==> src/rtl/muldiv_sequencer.sv <==
// rtl/muldiv_sequencer.sv - iterative unsigned MUL/DIV sequencer with pipeline stall and done pulse
module muldiv_sequencer #(
    parameter int WIDTH = 32
) (
    input  logic             clk,
    input  logic             reset,
    input  logic             flush,
    input  logic             req_valid,
    input  logic [2:0]       alu_ctrl,
    input  logic [WIDTH-1:0] src_a,
    input  logic [WIDTH-1:0] src_b,
    output logic             req_ready,
    output logic             busy,
    output logic             stall,
    output logic             done,
    output logic [WIDTH-1:0] result,
    output logic             div_zero
);

    localparam int CW = $clog2(WIDTH) + 1;
    localparam logic [CW-1:0] LAST_CNT = CW'(WIDTH - 1);

    typedef enum logic [1:0] {
        S_IDLE    = 2'd0,
        S_MUL_RUN = 2'd1,
        S_DIV_RUN = 2'd2,
        S_DONE    = 2'd3
    } state_t;

    state_t            state_q;
    logic [CW-1:0]     cnt_q;
    // opa_q: multiplicand, or dividend shifting out while quotient shifts in
    logic [WIDTH-1:0]  opa_q;
    logic [WIDTH-1:0]  opb_q;
    logic [WIDTH-1:0]  acc_q;
    logic [WIDTH-1:0]  result_q;
    logic              div_zero_q;

    logic              is_mul;
    logic              is_div;
    logic              accept;
    logic              last_iter;
    logic [WIDTH-1:0]  acc_add;
    logic [WIDTH:0]    rem_shift;
    logic              rem_ge;
    logic [WIDTH-1:0]  rem_sub;
    logic [WIDTH-1:0]  rem_next;
    logic [WIDTH-1:0]  quot_next;

    assign is_mul    = (alu_ctrl == 3'b100);
    assign is_div    = (alu_ctrl == 3'b101);
    assign accept    = (state_q == S_IDLE) & req_valid & (is_mul | is_div) & ~flush;
    assign last_iter = (cnt_q == LAST_CNT);

    assign acc_add   = acc_q + (opb_q[0] ? opa_q : '0);

    // remainder stays below the divisor, so the difference always fits in WIDTH bits
    assign rem_shift = {acc_q, opa_q[WIDTH-1]};
    assign rem_ge    = (rem_shift >= {1'b0, opb_q});
    assign rem_sub   = rem_shift[WIDTH-1:0] - opb_q;
    assign rem_next  = rem_ge ? rem_sub : rem_shift[WIDTH-1:0];
    assign quot_next = {opa_q[WIDTH-2:0], rem_ge};

    assign req_ready = (state_q == S_IDLE);
    assign busy      = (state_q == S_MUL_RUN) | (state_q == S_DIV_RUN);
    assign done      = (state_q == S_DONE);
    assign stall     = busy | accept;
    assign result    = result_q;
    assign div_zero  = div_zero_q;

    always_ff @(posedge clk or negedge reset) begin
        if (!reset) begin
            state_q    <= S_IDLE;
            cnt_q      <= '0;
            opa_q      <= '0;
            opb_q      <= '0;
            acc_q      <= '0;
            result_q   <= '0;
            div_zero_q <= 1'b0;
        end else begin
            case (state_q)
                S_IDLE: begin
                    if (accept) begin
                        opa_q <= src_a;
                        opb_q <= src_b;
                        acc_q <= '0;
                        cnt_q <= '0;
                        if (is_mul) begin
                            state_q <= S_MUL_RUN;
                        end else if (src_b == '0) begin
                            result_q   <= '1;
                            div_zero_q <= 1'b1;
                            state_q    <= S_DONE;
                        end else begin
                            state_q <= S_DIV_RUN;
                        end
                    end
                end
                S_MUL_RUN: begin
                    if (flush) begin
                        state_q <= S_IDLE;
                    end else begin
                        acc_q <= acc_add;
                        opa_q <= opa_q << 1;
                        opb_q <= opb_q >> 1;
                        cnt_q <= cnt_q + 1'b1;
                        if (last_iter) begin
                            result_q   <= acc_add;
                            div_zero_q <= 1'b0;
                            state_q    <= S_DONE;
                        end
                    end
                end
                S_DIV_RUN: begin
                    if (flush) begin
                        state_q <= S_IDLE;
                    end else begin
                        acc_q <= rem_next;
                        opa_q <= quot_next;
                        cnt_q <= cnt_q + 1'b1;
                        if (last_iter) begin
                            result_q   <= quot_next;
                            div_zero_q <= 1'b0;
                            state_q    <= S_DONE;
                        end
                    end
                end
                default: begin
                    state_q <= S_IDLE;
                end
            endcase
        end
    end

endmodule

==> config.mk <==
export PLATFORM = sky130hd
export DESIGN_NAME = muldiv_sequencer
export DESIGN_NICKNAME = d
export VERILOG_FILES = /design/src/rtl/muldiv_sequencer.sv
export SDC_FILE = /design/constraint.sdc
export NUM_CORES = 1
export LEC_CHECK = 0
export ABC_AREA = 0
export CORE_UTILIZATION = 60
export CTS_BUF_LIST = sky130_fd_sc_hd__clkbuf_4 sky130_fd_sc_hd__clkbuf_8
export DETAILED_ROUTE_END_ITERATION = 10
export PLACE_DENSITY_LB_ADDON = 0.08
export SYNTH_ARGS = -nofsm -noshare
export SYNTH_HDL_FRONTEND = slang
export SYNTH_SLANG_ARGS = --single-unit
==> constraint.sdc <==
create_clock -name clk -period 4.4 [get_ports clk]
set_input_delay 0.88 -clock clk [delete_from_list [all_inputs] [get_ports clk]]
set_output_delay 0.88 -clock clk [all_outputs]
set_load 0.005 [all_outputs]
==> flow_summary.ini <==
[run_status]
run_status = complete, no violations

[floorplanning]
floorplan.die.width_um = 133
io-pin-count = 108
die-height_um = 133
coreArea_um2 = 16600
dieArea_um2 = 17600
initial_utilization = 0.617
rows = 47

[sta]
final.period_utilization = 0.826
max_clock_freq_ghz = 0.275
timing.setup.tns_ns = 0
clock-skew-final_ns = 0.0108
postLayoutSetupSlackWorst_ns = 0.766
timing.slew.headroom = 0.457
final_hold_viol_count = 0
finalSetupViolCount = 0
final_hold_slack_ns = 0.449
transition_time_at_the_pin_with_the_least_slew_margin_ns = 0.815
rsz_0062_raised_after_global_routing = false
finalCriticalPeriod_ns = 3.63
maxSlewViolCount = 0

[global_routing]
antenna_found_initial = 0
grt.overflow.total = 0
grt_start_max_net_pins = 87
grt_pass1_wl_um = 46600
via_count_of_the_first_global_routing_pass = 9305
grt.total_usage = 0.335

[drt]
initialDrtViolationCount = 677
drt_pass1_iterations = 8
avgRoutedWirePerCell_um = 18.9
via_count = 9527
drt_wl_total_um = 28600
post-route-drc-count = 0
viasPerCell = 6.30
ant_nets = 0

[worst_setup_path]
worst_setup_path_startpoint = opb_q[0]$_DFFE_PN0P_
critical_path.reg2reg.startpoint = opb_q[0]$_DFFE_PN0P_
crit_path_cell_trace = and2_1 > ha_1 > fa_1 > a21o_1 > a221oi_2 > o21ai_1 > a31o_2 > and3_1 > o2111ai_1 > nand3_1 > o211ai_1 > mux2_2 > nand2_1
critical_path_buf_inv_count = 0
critical_path_arrival_ns = 4.04
cpMaxStageDelayCell = sky130_fd_sc_hd__dfrtp_1
critPathKind = reg -> reg
cp-end-kind = flip-flop
critical-path-max-stage-delay_ns = 0.50
timing.critical_path.max_delay_family = compound AO/OA/AOI/OAI gates
critPathRequiredTime_ns = 4.81
worst_setup_path_start_kind = flip-flop
critPathMaxFanout = 11

[power_and_ir_drop]
pwr_density_cell_nw_per_um2 = 798
ir_drop_mv = 0.503
cellLeakagePower_nw = 5.23

[cts]
clock_root_buffer = sky130_fd_sc_hd__clkbuf_8
clockBufferDepth = 2
clock_tree_from_tritoncts = yes
postCtsSetupRepairBufs = 0
htree_levels = 4
path_clk_slew_ns = 0.09
cts_inserted_buffers = 17
cts.sink_count = 137
hold_buffers = 0
clk_latency_ns = 0.47
post_cts_resize_count = 0

[yosys]
post_synth_instance_area_um2 = 10300
synthesis.area_per_instance_um2 = 8.50
ys_dominant_reg_cell = sky130_fd_sc_hd__dfrtp_1
synth_enable_flop_cells = 0
share_of_synthesized_flip_flops_with_an_asynchronous_set_or_reset = 1.00
syn-num-nets = 1351
synthesis.instances = 1209
sequential_area_share_after_synthesis = 0.334
yosysUniqueCellTypes = 75
synthesis.yosys.warnings = 0
yosys_register_bits = 137

[flow_run]
maximum_capacitance_violations = 0

[cells_and_area]
nets = 1422
sequential_cell_area_um2 = 3430
layout.cells.most_common_list = 155 x sky130_fd_sc_hd__nor2_1, 137 x sky130_fd_sc_hd__dfrtp_1, 114 x sky130_fd_sc_hd__nand2_1, 106 x sky130_fd_sc_hd__clkdlybuf4s50_1, 88 x sky130_fd_sc_hd__a21oi_1
antennaDiodeCount = 0
multi_input_comb_area_um2 = 6360
drive_above_1_share = 0.0588
area_delta_synth_final_pct = 15.8
layout.cells.most_common = sky130_fd_sc_hd__nor2_1
fillCellCount = 1397

[place]
port_buffers = 107
detailedPlacementHpwl_um = 21000
preCtsSetupSlack_ns = 0.783
routabilityCongestion = 0.928

[worst_hold_path]
hold_path.class = in -> async
==> flip-flops by register name, indices dropped and copies added, names as in the netlist <==
| name | flops |
|---|---|
| acc_q | 32 |
| cnt_q | 6 |
| div_zero | 1 |
| opa_q | 32 |
| opb_q | 32 |
| result | 32 |
| state_q | 2 |
==> final timing paths <==
| path | to | slack [ns] | depth (start not counted) |
|---|---|---|---|
| max in group asynchronous | acc_q[2]$_DFFE_PN0P_ | 3.02 | 2 |
| worst max register to register | result[28]$_DFFE_PN0P_ | 0.77 | 13 |
| worst min register to register | result[28]$_DFFE_PN0P_ | 0.52 | 2 |
| worst max-delay path | result[28]$_DFFE_PN0P_ | 0.77 | 13 |
| worst min-delay path | cnt_q[1]$_DFFE_PN0P_ | 0.45 | 1 |
| min in group clk | result[28]$_DFFE_PN0P_ | 0.52 | 2 |
==> power by group <==
group / total (mW) / internal [mW] / switching, mW / leakage, nW
clock: 1.12 / 0.594 / 0.530 / 0.208
combinational: 5.92 / 2.44 / 3.48 / 3.42
sequential: 2.45 / 1.85 / 0.604 / 1.60
==> metal layers <==
layer / part of all wire / track usage / routed length, µm
met5: 0 / 0 / 0
met4: 0.033 / 0.132 / 952
met3: 0.053 / 0.0586 / 1520
met2: 0.50 / 0.578 / 14100
met1: 0.42 / 0.416 / 11900
==> area by class of cell <==
| class | count | share of cell area |
|---|---|---|
| clock buffers | 20 | 0.0226 |
| multi-input cells | 946 | 0.535 |
| repair buffers | 124 | 0.102 |
| clock inverters | 11 | 0.0123 |
| inverters | 54 | 0.0170 |
| flip-flops and latches | 137 | 0.288 |
| well taps | 220 | 0.0231 |
==> worst register-to-register path: cells and delay by family, from the launching register on <==
family	cells	cell delay, ns
AO/OA/AOI/OAI	6	1.49
adder cells (fa/ha/maj)	2	0.63
flip-flops	1	0.50
multiplexers	1	0.37
AND/OR/NAND/NOR	4	0.59
==> cell families after synthesis <==
group           share of synthesized area
compound gates                      0.250
mux                                0.0602
buf+inv                            0.0504
xor+xnor                           0.0460
simple gates                        0.172
flops                               0.334
fa+ha+maj                          0.0880
==> synth_stat cells, types with 22 or more instances <==
cell type                  count  area share
sky130_fd_sc_hd__o21ai_0      46       0.022
sky130_fd_sc_hd__nand2_1     114       0.042
sky130_fd_sc_hd__a21o_1       34       0.025
sky130_fd_sc_hd__nor2_1      156       0.057
sky130_fd_sc_hd__a22o_1       22       0.019
sky130_fd_sc_hd__xor2_1       26       0.022
sky130_fd_sc_hd__and2_1       35       0.021
sky130_fd_sc_hd__a21oi_1      88       0.043
sky130_fd_sc_hd__a41oi_1      31       0.026
sky130_fd_sc_hd__dfrtp_1     137        0.33
sky130_fd_sc_hd__clkbuf_1     55       0.020
sky130_fd_sc_hd__mux2i_1      55       0.054
sky130_fd_sc_hd__ha_1         69       0.084
sky130_fd_sc_hd__a221oi_1     31       0.026
sky130_fd_sc_hd__xnor2_1      28       0.024
sky130_fd_sc_hd__inv_1        54       0.020
==> per-stage QoR <==
stage | utilization | total power [mW] | instances | area, µm²
after detailed placement | 0.690 | 8.30 | 1481 | 11500
after floorplan | - | 6.65 | 1209 | 10300
after CTS | 0.715 | 9.45 | 1512 | 11900
final | 0.715 | 9.49 | 1512 | 11900
after global placement | 0.690 | 8.20 | 1481 | 11500
after global routing | 0.715 | 10.3 | 1512 | 11900
(Power assumes the default switching activity.)
